### src/rtl/sap_alu_pkg.sv
// sap_alu_pkg: shared types and constants for the SAP arithmetic unit.
// Holds the operation encoding, the control FSM states and the flag bit positions.
package sap_alu_pkg;

    // Operation codes presented on the op port; 6 and 7 are reserved.
    typedef enum logic [2:0] {
        OP_ADD = 3'd0,
        OP_SUB = 3'd1,
        OP_AND = 3'd2,
        OP_OR  = 3'd3,
        OP_XOR = 3'd4,
        OP_MUL = 3'd5
    } alu_op_e;

    // Control FSM: wait for start, execute, pulse done for one cycle.
    typedef enum logic [1:0] {
        IDLE = 2'd0,
        EXEC = 2'd1,
        DONE = 2'd2
    } state_e;

    // Bit positions inside the 4-bit flags word {ovf, neg, zero, carry}.
    localparam int FLG_C = 0;
    localparam int FLG_Z = 1;
    localparam int FLG_N = 2;
    localparam int FLG_V = 3;

endpackage

### src/rtl/sap_alu_mul_seq.sv
// sap_alu_mul_seq: unsigned shift-and-add multiplier, one multiplier bit per step.
// Instantiated by sap_alu_unit only when SAP_ALU_MUL_EN is defined.
// load captures the operands; each step consumes one multiplier bit; done flags
// the final (WIDTH-th) step, and product is the 2*WIDTH value including that step.
module sap_alu_mul_seq #(
    parameter int WIDTH = 8
) (
    input  logic                 clk,
    input  logic                 clr_n,
    input  logic                 load,
    input  logic                 step,
    input  logic [WIDTH-1:0]     mcand,
    input  logic [WIDTH-1:0]     mplier,
    output logic [2*WIDTH-1:0]   product,
    output logic                 done
);

    localparam int CW = $clog2(WIDTH);

    logic [2*WIDTH-1:0] mcand_q, mcand_d;
    logic [2*WIDTH-1:0] prod_q, prod_d;
    logic [WIDTH-1:0]   mplier_q, mplier_d;
    logic [CW-1:0]      cnt_q, cnt_d;

    // Next-state of the multiplier: restart on load, otherwise shift-add on step.
    always_comb begin
        // NOTE: every variable gets a default first so no path leaves it unassigned (no latch).
        mcand_d  = mcand_q;
        mplier_d = mplier_q;
        prod_d   = prod_q;
        cnt_d    = cnt_q;
        product  = prod_q + (mplier_q[0] ? mcand_q : '0);
        if (load) begin
            mcand_d  = {{WIDTH{1'b0}}, mcand};
            mplier_d = mplier;
            prod_d   = '0;
            cnt_d    = '0;
        end else if (step) begin
            mcand_d  = mcand_q << 1;
            mplier_d = mplier_q >> 1;
            prod_d   = product;
            cnt_d    = cnt_q + 1'b1;
        end
    end

    assign done = step && (cnt_q == CW'(WIDTH - 1));

    // Multiplier state registers; cleared so an aborted multiply leaves nothing behind.
    always_ff @(posedge clk or negedge clr_n) begin
        if (!clr_n) begin
            mcand_q  <= '0;
            mplier_q <= '0;
            prod_q   <= '0;
            cnt_q    <= '0;
        end else begin
            // NOTE: sequential state uses <= so every flop samples pre-edge values.
            mcand_q  <= mcand_d;
            mplier_q <= mplier_d;
            prod_q   <= prod_d;
            cnt_q    <= cnt_d;
        end
    end

endmodule

### src/rtl/sap_alu_unit.sv
// sap_alu_unit: SAP accumulator/B registers, multi-op ALU, registered result and flags.
// Operations run under a start/busy/done handshake; A, B, op and acc_wb are
// snapshotted at the start edge so bus loads during execution cannot disturb them.
// Build option: define SAP_ALU_MUL_EN to implement MUL (op 5) with the sequential
// multiplier; otherwise op 5 behaves like a reserved op.
module sap_alu_unit
    import sap_alu_pkg::*;
#(
    parameter int WIDTH = 8
) (
    input  logic             clk,
    input  logic             clr_n,
    input  logic [WIDTH-1:0] bus_in,
    input  logic             ld_a,
    input  logic             ld_b,
    input  logic [2:0]       op,
    input  logic             start,
    input  logic             acc_wb,
    input  logic             en_out,
    output logic [WIDTH-1:0] bus_out,
    output logic [WIDTH-1:0] a_out,
    output logic [WIDTH-1:0] b_out,
    output logic             busy,
    output logic             done,
    output logic [3:0]       flags
);

    localparam int MSB = WIDTH - 1;

    state_e           state_q, state_d;
    logic [WIDTH-1:0] a_q, a_d, b_q, b_d;
    logic [WIDTH-1:0] result_q, result_d;
    logic [3:0]       flags_q, flags_d;
    logic [WIDTH-1:0] snap_a_q, snap_a_d, snap_b_q, snap_b_d;
    logic [2:0]       snap_op_q, snap_op_d;
    logic             snap_wb_q, snap_wb_d;
    logic             busy_q, busy_d, done_q, done_d;

    logic             start_fire;
    logic             exec_last;
    logic             alu_upd;
    logic             is_sub;
    logic [WIDTH-1:0] b_eff;
    logic [WIDTH:0]   sum;
    logic [WIDTH-1:0] alu_res;
    logic [3:0]       alu_flags;

    assign start_fire = (state_q == IDLE) && start;

`ifdef SAP_ALU_MUL_EN
    logic [2*WIDTH-1:0] mul_product;
    logic               mul_done;

    sap_alu_mul_seq #(.WIDTH(WIDTH)) u_mul (
        .clk     (clk),
        .clr_n   (clr_n),
        .load    (start_fire),
        .step    ((state_q == EXEC) && (snap_op_q == OP_MUL)),
        .mcand   (a_q),
        .mplier  (b_q),
        .product (mul_product),
        .done    (mul_done)
    );
`endif

    // ALU on the snapshotted operands; reserved ops keep result and flags as they are.
    always_comb begin
        is_sub    = (snap_op_q == OP_SUB);
        b_eff     = is_sub ? ~snap_b_q : snap_b_q;
        sum       = {1'b0, snap_a_q} + {1'b0, b_eff} + {{WIDTH{1'b0}}, is_sub};
        alu_res   = result_q;
        alu_flags = flags_q;
        alu_upd   = 1'b1;
        exec_last = 1'b1;
        case (snap_op_q)
            OP_ADD, OP_SUB: begin
                alu_res          = sum[MSB:0];
                alu_flags        = '0;
                alu_flags[FLG_C] = sum[WIDTH];
                alu_flags[FLG_V] = (snap_a_q[MSB] == b_eff[MSB]) && (sum[MSB] != snap_a_q[MSB]);
            end
            OP_AND: begin
                alu_res   = snap_a_q & snap_b_q;
                alu_flags = '0;
            end
            OP_OR: begin
                alu_res   = snap_a_q | snap_b_q;
                alu_flags = '0;
            end
            OP_XOR: begin
                alu_res   = snap_a_q ^ snap_b_q;
                alu_flags = '0;
            end
`ifdef SAP_ALU_MUL_EN
            OP_MUL: begin
                alu_res          = mul_product[MSB:0];
                alu_flags        = '0;
                alu_flags[FLG_V] = |mul_product[2*WIDTH-1:WIDTH];
                exec_last        = mul_done;
            end
`endif
            default: alu_upd = 1'b0;
        endcase
        if (alu_upd) begin
            alu_flags[FLG_Z] = (alu_res == '0);
            alu_flags[FLG_N] = alu_res[MSB];
        end
    end

    // FSM next state, snapshot capture, result/flag update, write-back and bus loads.
    always_comb begin
        state_d   = state_q;
        a_d       = a_q;
        b_d       = b_q;
        result_d  = result_q;
        flags_d   = flags_q;
        snap_a_d  = snap_a_q;
        snap_b_d  = snap_b_q;
        snap_op_d = snap_op_q;
        snap_wb_d = snap_wb_q;
        case (state_q)
            IDLE: begin
                if (start_fire) begin
                    state_d   = EXEC;
                    snap_a_d  = a_q;
                    snap_b_d  = b_q;
                    snap_op_d = op;
                    snap_wb_d = acc_wb;
                end
            end
            EXEC: begin
                if (exec_last) begin
                    state_d  = DONE;
                    result_d = alu_res;
                    flags_d  = alu_flags;
                    if (snap_wb_q) a_d = alu_res;
                end
            end
            DONE:    state_d = IDLE;
            default: state_d = IDLE;
        endcase
        // A bus load takes priority over write-back on the same edge.
        if (ld_a) a_d = bus_in;
        if (ld_b) b_d = bus_in;
        busy_d = (state_d == EXEC);
        done_d = (state_d == DONE);
    end

    // All architectural state and registered handshake outputs.
    always_ff @(posedge clk or negedge clr_n) begin
        if (!clr_n) begin
            state_q   <= IDLE;
            a_q       <= '0;
            b_q       <= '0;
            result_q  <= '0;
            flags_q   <= '0;
            snap_a_q  <= '0;
            snap_b_q  <= '0;
            snap_op_q <= '0;
            snap_wb_q <= 1'b0;
            busy_q    <= 1'b0;
            done_q    <= 1'b0;
        end else begin
            state_q   <= state_d;
            a_q       <= a_d;
            b_q       <= b_d;
            result_q  <= result_d;
            flags_q   <= flags_d;
            snap_a_q  <= snap_a_d;
            snap_b_q  <= snap_b_d;
            snap_op_q <= snap_op_d;
            snap_wb_q <= snap_wb_d;
            busy_q    <= busy_d;
            done_q    <= done_d;
        end
    end

    assign bus_out = en_out ? result_q : '0;
    assign a_out   = a_q;
    assign b_out   = b_q;
    assign busy    = busy_q;
    assign done    = done_q;
    assign flags   = flags_q;

endmodule

### config.mk
export PLATFORM = sky130hd
export DESIGN_NAME = sap_alu_unit
export DESIGN_NICKNAME = d
export VERILOG_FILES = /design/src/rtl/sap_alu_pkg.sv /design/src/rtl/sap_alu_mul_seq.sv /design/src/rtl/sap_alu_unit.sv
export SDC_FILE = /design/constraint.sdc
export NUM_CORES = 1
export LEC_CHECK = 0
export CORE_UTILIZATION = 58
export CTS_BUF_LIST = sky130_fd_sc_hd__clkbuf_8 sky130_fd_sc_hd__clkbuf_16
export DETAILED_ROUTE_END_ITERATION = 7
export HOLD_SLACK_MARGIN = 0.02
export PLACE_DENSITY_LB_ADDON = 0.08
export RECOVER_POWER = 100
export SETUP_SLACK_MARGIN = 0.4
export SYNTH_ARGS = -nofsm -noshare
export SYNTH_HDL_FRONTEND = slang
export SYNTH_SLANG_ARGS = --single-unit
### constraint.sdc
create_clock -name clk -period 6.95 [get_ports clk]
set_input_delay 1.7375 -clock clk [delete_from_list [all_inputs] [get_ports clk]]
set_output_delay 1.7375 -clock clk [all_outputs]
set_load 0.01 [all_outputs]
==> impl_metrics.csv, run 1 <==
group,metric,value,unit
status,status,"complete, but fails checks",
status,violations,"max-capacitance violations, max-slew violations",
placed_design,io_buffers,47,
critical_path,critPathSlowestCell,"dlygate4sd3_1",
final_layout,antennaDiodeCount,0,
final_layout,syn_to_final_growth,18.0,%
timing,maxSlewHeadroom,-82.4,%
min_path,holdPathStages,1,
global_routing,grt_pass1_vias,2413,
synthesis,yosys.area.top_type,"dfrtp_1",
final_layout,finish.utilization,71.6,%
clocking,numCtsBuffers,5,
synthesis,synth_cells,332,
critical_path,cp.arrival,3120,ps
final_layout,final_layout_size_suffix_gt1_share,6.72,%
job,cap_violations,1,
synthesis,synth_edf_count,0,
route,drt-total-wl,7180,um
floorplanning,core,0.00517,mm^2
route,routedWlPerCell,16.2,um
global_routing,grt_use_total,27.5,%
floorplanning,start_util,60.6,%
clocking,cts_resized,0,
pwr,power,1.25,mW
critical_path,crit_path_end_kind,"output port",
pwr,p_leak,1.68,nW
synthesis,ys_types,57,
timing,setup_slack,2090,ps
global_routing,grt_max_degree,52,
timing,timing.final.crit_share,69.9,%
timing,hold_viol_final,0,
critical_path,cp_slowest_stage_delay,610,ps
synthesis,async_flop_share,100,%
timing,maxSlewViolCount,52,
synthesis,synth_flop_cell,"dfrtp_1",
synthesis,yosysTopAreaCellShare,40.7,%
pwr,p_per_area,338,mW/mm^2
critical_path,cp_num_buf_inv,2,
clocking,post_cts_buffers,0,
clocking,clkTransAtPathRegs,90,ps
synthesis,ys_warn_count,0,
clocking,root_buffer,"clkbuf_8",
floorplanning,dieArea,0.00571,mm^2
timing,finalSetupTns,0,ps
floorplanning,die_h,75.5,um
synthesis,synth_fp_nets,376,
global_routing,antenna_found_initial,0,
route,drtIter0Drc,116,
critical_path,crit_top_cell,"dlygate4sd3_1",
clocking,clk_latency,310,ps
route,num_vias,2519,
clocking,holdBufCountCts,0,
timing,rsz0062_at_grt,"false",
critical_path,crit_family,"buffers and inverters",
timing,worst_pin_slew,2740,ps
critical_path,worst-path-stages,3,
floorplanning,row_count,26,
route,via_per_inst,5.70,
timing,fmax,206,MHz
min_path,hp-class,"reg2reg",
clocking,h-tree-depth,2,
route,remaining_drc_errors,0,
clocking,clkSinkCount,51,
floorplanning,die-width,75.5,um
placed_design,pre_cts_slack,2240,ps
clocking,cts_buffer_depth,2,
synthesis,synth_area_leaders,"dfrtp_1 41%, ha_1 10%, nand2_1 5.9%",
synthesis,syn_avg_cell_area,9.45,um^2
critical_path,path_cells,"dlygate4sd3_1, and2_1, dlygate4sd3_1",
floorplanning,ios,48,
pwr,ir_worst_vdd,0.000172,V
placed_design,place.gp.congestion,0.896,
critical_path,r2r_cells,10,
timing,setup_viol,0,
clocking,cts_tree,"built",
synthesis,ys_seq_area_share,40.7,%
route,first_pass_iters,4,
global_routing,grt_pass1_wl,11400,um
synthesis,synth_seq_cells,51,
global_routing,grt-ovfl-total,0,
critical_path,crit_fanout,8,
synthesis,synth_area,0.00314,mm^2
critical_path,critPathRequiredTime,5210,ps
critical_path,critical_path_class,"in2out",
timing,skew,7.15,ps
final_layout,nets,415,
critical_path,crit_path_start_kind,"primary input",
timing,fin_crit,4860,ps
route,ant_nets,0,
placed_design,hpwl,5160,um
[report_power, final]
part / switching (mW) / total [mW] / internal [mW]
clock: 0.100 / 0.190 / 0.0897
combinational: 0.329 / 0.604 / 0.276
sequential: 0.0835 / 0.456 / 0.372
[Yosys cell counts, drive strengths merged, types with 2 or more instances]
cell type and number:
dfrtp 51, nand2 49, o21ai 36, ha 25, inv 21, mux2 15
nor2 14, a21oi 11, and2 10, clkbuf 9, xnor2 9, buf 8
and3 6, o31ai 5, nand3b 4, a211oi 3, a21o 3, a22oi 3
nand3 3, nor2b 3, nor3 3, o22a 3, a21boi 2, and4b 2
mux2i 2, nand2b 2, nand4b 2, nor3b 2, nor4b 2, o211a 2
o211ai 2, or2 2
[sequential cells by signal, summed over array words and instances, names as in the netlist]
signal and flops:
busy 1, b_out 8, a_out 8, snap_a_q 8
snap_wb_q 1, snap_op_q 3, result_q 8, snap_b_q 8
state_q 1, flags 4, done 1
[cells in the final DEF, fill, tap and decap left out, drive strengths merged, types with 3 or more instances in the layout]
| cell | Yosys | final |
|---|---|---|
| nand3 | 3 | 3 |
| clkdlybuf4s50 | 0 | 13 |
| and3 | 6 | 6 |
| nor2b | 3 | 3 |
| and2 | 10 | 10 |
| o31ai | 5 | 5 |
| o22a | 3 | 3 |
| a22oi | 3 | 3 |
| dfrtp | 51 | 51 |
| ha | 25 | 25 |
| xnor2 | 9 | 9 |
| mux2 | 15 | 15 |
| o21ai | 36 | 36 |
| nor3 | 3 | 3 |
| a211oi | 3 | 3 |
| inv | 21 | 22 |
| clkbuf | 9 | 9 |
| a21o | 3 | 3 |
| dlygate4sd3 | 0 | 33 |
| nor2 | 14 | 14 |
| a21oi | 11 | 11 |
| nand3b | 4 | 4 |
| nand2 | 49 | 49 |
[metal layers]
layer,track usage (%),part of all wire (%),vias to the layer above
li1,-,-,1237
met1,34.7,43,1208
met2,46.9,50,58
met3,5.03,3.4,16
met4,11.1,3.0,0
met5,0,0,-
[metrics by stage]
step                      cell area (um^2)  instances  hold WS (ps)
after global routing                  3700        442           494
after detailed placement              3630        434           471
after global placement                3630        434           461
after floorplan                       3140        332           434
after CTS                             3730        442           492
final                                 3700        442           471
[cells by family after synthesis]
family | after synthesis | share of synthesized area [%]
compound gates | 81 | 16.8
xor+xnor | 10 | 2.79
fa+ha+maj | 26 | 10.6
buf+inv | 38 | 5.15
flops | 51 | 40.7
mux | 17 | 6.14
simple gates | 109 | 17.8
[area by class of cell]
class,count,area [um^2]
multi-input cells,243,1690
fillers,416,1470
clock inverters,1,3.75
well taps,70,87.6
clock buffers,7,96.3
flip-flops and latches,51,1280
inverters,21,78.8
repair buffers,49,473
[final timing paths]
| path | startpoint | to | slack (ps) |
|---|---|---|---|
| worst min register to register | state_q[0] | busy | 470 |
| min in group asynchronous | clr_n | flags[2] | 2380 |
| worst min-delay path | state_q[0] | busy | 470 |
| worst max register to register | snap_op_q[1] | flags[1] | 2900 |
| worst max-delay path | en_out | bus_out[1] | 2090 |
| max in group asynchronous | clr_n | snap_b_q[4] | 3010 |
[worst reg2reg max path, delay by kind of cell, from the launching register on]
kind / cells / cell delay (ps)
xor+xnor: 1 / 220
fa+ha+maj: 1 / 510
flops: 1 / 640
simple gates: 3 / 1190
compound gates: 5 / 1440
No activity file was read; power rests on OpenSTA's default activity.
==> run 2, diff against run 1 <==
--- a/config.mk
+++ b/config.mk
@@ -5,7 +5,7 @@
 export SDC_FILE = /design/constraint.sdc
 export NUM_CORES = 1
 export LEC_CHECK = 0
-export CORE_UTILIZATION = 58
+export CORE_UTILIZATION = 54
 export CTS_BUF_LIST = sky130_fd_sc_hd__clkbuf_8 sky130_fd_sc_hd__clkbuf_16
 export DETAILED_ROUTE_END_ITERATION = 7
 export HOLD_SLACK_MARGIN = 0.02
==> constraint.sdc (replaced) <==
create_clock -name clk -period 5.07 [get_ports clk]
set_input_delay 1.2675 -clock clk [delete_from_list [all_inputs] [get_ports clk]]
set_output_delay 1.2675 -clock clk [all_outputs]
set_load 0.01 [all_outputs]
==> impl_metrics.csv, run 2 (synthesis gave the netlist of run 1 again) <==
group,metric,value,unit
final_layout,syn_to_final_growth,18.4,%
placed_design,hpwl,5250,um
pwr,swShare,40.3,%
clocking,holdBufCountCts,0,
route,highest_layer,"met4",
timing,setup_slack,874,ps
placed_design,pre_cts_slack,1280,ps
floorplanning,ios,48,
timing,hold_viol_final,0,
critical_path,cp_slowest_stage_delay,630,ps
route,routedWlPerCell,16.0,um
placed_design,io_buffers,47,
clocking,cts_tree,"built",
critical_path,crit_family,"compound AO/OA/AOI/OAI gates",
floorplanning,row_count,27,
critical_path,regToRegStartpoint,"snap_op_q[2]",
floorplanning,start_util,56.6,%
critical_path,crit_path_end_kind,"flip-flop",
pwr,p_leak,1.69,nW
final_layout,mostFrequentLayoutCell,"dfrtp_1",
final_layout,antennaDiodeCount,0,
critical_path,crit_start,"snap_op_q[2]",
pwr,internal-power,1.03,mW
clocking,numCtsBuffers,5,
timing,finalSetupTns,0,ps
final_layout,final_area,0.00371,mm^2
status,violations,"max-capacitance violations, max-slew violations",
clocking,post_cts_buffers,0,
clocking,clkTransAtPathRegs,90,ps
floorplanning,die-width,78.2,um
critical_path,cp_num_buf_inv,0,
job,cap_violations,1,
clocking,h-tree-depth,2,
route,drt-total-wl,7120,um
timing,timing.final.crit_share,82.8,%
pwr,pwr-share-comb,48.9,%
min_path,worstHoldStart,"flags[2]",
timing,maxSlewHeadroom,-79.7,%
clocking,clkSinkCount,51,
placed_design,placed_area,0.00364,mm^2
critical_path,worst-path-stages,10,
critical_path,path_cells,"nor2_1, and2_0, xnor2_1, fa_1, a21o_1, a22o_1, a2111oi_0, a21boi_0, and4_1, a32o_1",
global_routing,grt_max_degree,52,
critical_path,critPathSlowestCell,"and2_0",
final_layout,final_layout_size_suffix_gt1_share,6.99,%
route,drt-met1-wl,3280,um
critical_path,r2r-end,"flags[1]",
clocking,cts_buffer_depth,2,
route,met3_length,298,um
timing,fmax,238,MHz
critical_path,r2r_cells,10,
timing,maxSlewViolCount,52,
floorplanning,core,0.00554,mm^2
route,drtIter0Drc,173,
critical_path,worstSetupEndpoint,"flags[1]",
critical_path,reg2reg_slack,870,ps
critical_path,critical_path_class,"reg2reg",
critical_path,cp.arrival,4450,ps
critical_path,critPathRequiredTime,5320,ps
timing,setup_viol,0,
critical_path,crit_fanout,22,
pwr,seqPwrFrac,35.2,%
global_routing,grt_pass1_wl,12200,um
floorplanning,dieArea,0.00612,mm^2
route,first_pass_iters,4,
global_routing,grt_use_total,25.8,%
timing,hold_slack,479,ps
global_routing,grt_pass1_vias,2501,
final_layout,nets,416,
status,status,"complete, but fails checks",
timing,worst_pin_slew,2700,ps
route,ant_nets,0,
min_path,hp-class,"reg2reg",
placed_design,place.gp.congestion,0.864,
critical_path,crit_path_start_kind,"flip-flop",
placed_design,place_inst,437,
pwr,power.share.clock,15.9,%
clocking,root_buffer,"clkbuf_8",
pwr,p_sw,698,uW
route,via_per_inst,5.72,
final_layout,finish.utilization,67.1,%
clocking,cts_resized,0,
pwr,ir_worst_vdd,0.000215,V
timing,rsz0062_at_grt,"false",
route,remaining_drc_errors,0,
clocking,clk_latency,310,ps
timing,skew,6.97,ps
final_layout,final_cell_mix,"51 x dfrtp_1, 49 x nand2_1, 36 x o21ai_0, 33 x dlygate4sd3_1, 25 x ha_1",
final_layout,fin_cells,444,
timing,fin_crit,4200,ps
route,dr_wl_met2,3400,um
pwr,power,1.73,mW
route,num_vias,2538,
floorplanning,die_h,78.2,um
global_routing,antenna_found_initial,0,
global_routing,grt-ovfl-total,0,
pwr,p_per_area,466,mW/mm^2
==> run 2: power by group through the flow <==
stage          registers, mW  clock network (mW)  logic [mW]
5_1_grt                0.629               0.291       0.953
3_3_place_gp           0.617                   0       0.857
4_1_cts                0.612               0.280       0.878
2_1_floorplan          0.594                   0       0.617
6_report               0.610               0.275       0.847
3_5_place_dp           0.619                   0       0.870
==> run 2: tightest hold or removal path: stages (launching register included) <==
cell,delay [ps]
dfrtp_1,350
nand2_1,40
o21ai_0,60
==> run 2: cell type report <==
| class | count | area, um^2 |
|---|---|---|
| Multi-Input combinational cell | 243 | 1690 |
| Clock inverter | 2 | 33.8 |
| Tap cell | 72 | 90.1 |
| Fill cell | 479 | 1830 |
| Timing Repair Buffer | 50 | 480 |
| Clock buffer | 5 | 68.8 |
| Sequential cell | 51 | 1280 |
| Inverter | 21 | 78.8 |
==> run 2: layer usage <==
layer | global-route usage (%) | vias up
li1 | - | 1246
met1 | 35.2 | 1220
met2 | 42.3 | 60
met3 | 2.91 | 12
met4 | 10.0 | 0
met5 | 0 | -
==> run 2: worst min path at each step <==
stage / end / slack (ps) / cells past startpoint
2_1_floorplan: busy / 430 / 1
3_3_place_gp: flags[3] / 460 / 2
3_5_place_dp: flags[2] / 470 / 2
4_1_cts: flags[2] / 490 / 2
5_1_grt: busy / 510 / 1
6_report: flags[2] / 480 / 2
==> run 3, diff against run 2 <==
==> constraint.sdc (replaced) <==
create_clock -name clk -period 4.01 [get_ports clk]
set_input_delay 1.0025 -clock clk [delete_from_list [all_inputs] [get_ports clk]]
set_output_delay 1.0025 -clock clk [all_outputs]
set_load 0.01 [all_outputs]
==> impl_metrics.csv, run 3 (synthesis gave the netlist of run 1 again) <==
group,metric,value,unit
pwr,p_per_area,613,mW/mm^2
pwr,ir_worst_vdd,0.000292,V
floorplanning,die_h,78.2,um
critical_path,cp_num_buf_inv,0,
clocking,numCtsBuffers,5,
route,drt-total-wl,7620,um
critical_path,crit_family,"compound AO/OA/AOI/OAI gates",
status,status,"complete, but fails checks",
pwr,p_leak,1.70,nW
final_layout,final_layout_size_suffix_gt1_share,7.47,%
placed_design,io_buffers,47,
critical_path,cp.arrival,3720,ps
route,remaining_drc_errors,0,
final_layout,fill_cells,494,
final_layout,syn_to_final_growth,19.9,%
timing,fmax,287,MHz
clocking,clk_latency,300,ps
clocking,clkSinkCount,51,
floorplanning,core,0.00554,mm^2
placed_design,hpwl,5730,um
clocking,cts_buffer_depth,2,
global_routing,grt_pass1_wl,12700,um
clocking,cts_tree,"built",
clocking,post_cts_buffers,0,
timing,skew,3.26,ps
critical_path,critical_path_class,"reg2reg",
clocking,h-tree-depth,2,
floorplanning,start_util,56.6,%
global_routing,grt_max_degree,38,
critical_path,cp_slowest_stage_delay,620,ps
timing,finalSetupTns,0,ps
timing,rsz0062_at_grt,"false",
global_routing,antenna_found_initial,0,
timing,worst_pin_slew,1640,ps
floorplanning,ios,48,
placed_design,place.gp.congestion,0.908,
timing,setup_viol,0,
timing,hold_viol_final,0,
critical_path,crit_path_end_kind,"flip-flop",
route,via_per_inst,5.78,
floorplanning,row_count,27,
global_routing,grt_use_total,27.2,%
timing,timing.final.crit_share,86.8,%
clocking,cts_resized,0,
floorplanning,die-width,78.2,um
status,violations,"max-capacitance violations, max-slew violations",
min_path,hp-class,"reg2reg",
clocking,holdBufCountCts,0,
floorplanning,dieArea,0.00612,mm^2
job,cap_violations,2,
critical_path,crit_path_start_kind,"flip-flop",
critical_path,critPathSlowestCell,"and2_0",
route,num_vias,2585,
final_layout,nets,418,
timing,maxSlewHeadroom,-9.10,%
clocking,clkTransAtPathRegs,90,ps
final_layout,mostFrequentLayoutCell,"dfrtp_1",
clocking,root_buffer,"clkbuf_8",
route,routedWlPerCell,17.0,um
final_layout,finish.utilization,67.9,%
route,drtIter0Drc,139,
global_routing,grt-ovfl-total,0,
critical_path,path_cells,"nor2_1, and2_0, xnor2_1, fa_1, a21o_1, a22o_1, a2111oi_2, a21boi_1, and4_1, a32o_1",
critical_path,critPathRequiredTime,4250,ps
global_routing,grt_pass1_vias,2554,
final_layout,antennaDiodeCount,0,
final_layout,final_cell_mix,"51 x dfrtp_1, 49 x nand2_1, 36 x o21ai_0, 31 x dlygate4sd3_1, 25 x ha_1",
route,first_pass_iters,4,
critical_path,crit_fanout,8,
route,ant_nets,0,
timing,fin_crit,3480,ps
timing,maxSlewViolCount,32,
-- run 3: through the flow --
| step | std cells | total power, mW | worst slack (ps) | cell area, um^2 | hold WS [ps] |
|---|---|---|---|---|---|
| 2_1_floorplan | 332 | 1.53 | 953 | 3140 | 434 |
| 3_3_place_gp | 439 | 1.89 | 794 | 3650 | 460 |
| 3_5_place_dp | 439 | 1.92 | 749 | 3650 | 474 |
| 4_1_cts | 447 | 2.34 | 747 | 3780 | 489 |
| 5_1_grt | 447 | 2.47 | 333 | 3760 | 502 |
| 6_report | 447 | 2.30 | 529 | 3760 | 470 |
-- run 3: final timing paths --
check	startpoint	to	slack [ps]	cells after the start
max reg2reg	snap_op_q[1]	flags[1]	530	10
max in group asynchronous	clr_n	result_q[3]	1010	2
min in group asynchronous	clr_n	result_q[7]	910	1
min	state_q[0]	busy	470	1
min reg2reg	state_q[0]	busy	470	1
max	snap_op_q[1]	flags[1]	530	10
-- run 3: worst reg2reg max path, stage by stage, from the launching register on --
cell and delay [ps]:
dfrtp_1 390, nor2_1 220, and2_0 620, xnor2_1 220, fa_1 500, a21o_1 200, a22o_1 230, a2111oi_2 350
a21boi_1 320, and4_1 230, a32o_1 150
-- run 3: where the power goes --
part / internal (mW) / leakage (nW) / total, mW / switching, mW
logic: 0.491 / 1.01 / 1.14 / 0.645
registers: 0.646 / 0.626 / 0.750 / 0.104
clock network: 0.247 / 0.0695 / 0.419 / 0.172
total: 1.38 / 1.70 / 2.30 / 0.921
-- run 3: layout make-up --
class | count | area, um^2 | share of cell area [%]
Clock buffer | 5 | 68.8 | 1.83
Clock inverter | 3 | 63.8 | 1.70
Inverter | 21 | 78.8 | 2.10
Multi-Input combinational cell | 243 | 1690 | 45.0
Sequential cell | 51 | 1280 | 33.9
Tap cell | 72 | 90.1 | 2.40
Timing Repair Buffer | 52 | 490 | 13.0
-- run 3: routing by layer --
layer  track usage, %  wire, um  share of wire [%]
met5                0         0                  0
met4             10.9       216                2.8
met2             41.9      3550                 47
met3             4.07       334                4.4
met1             38.4      3520                 46
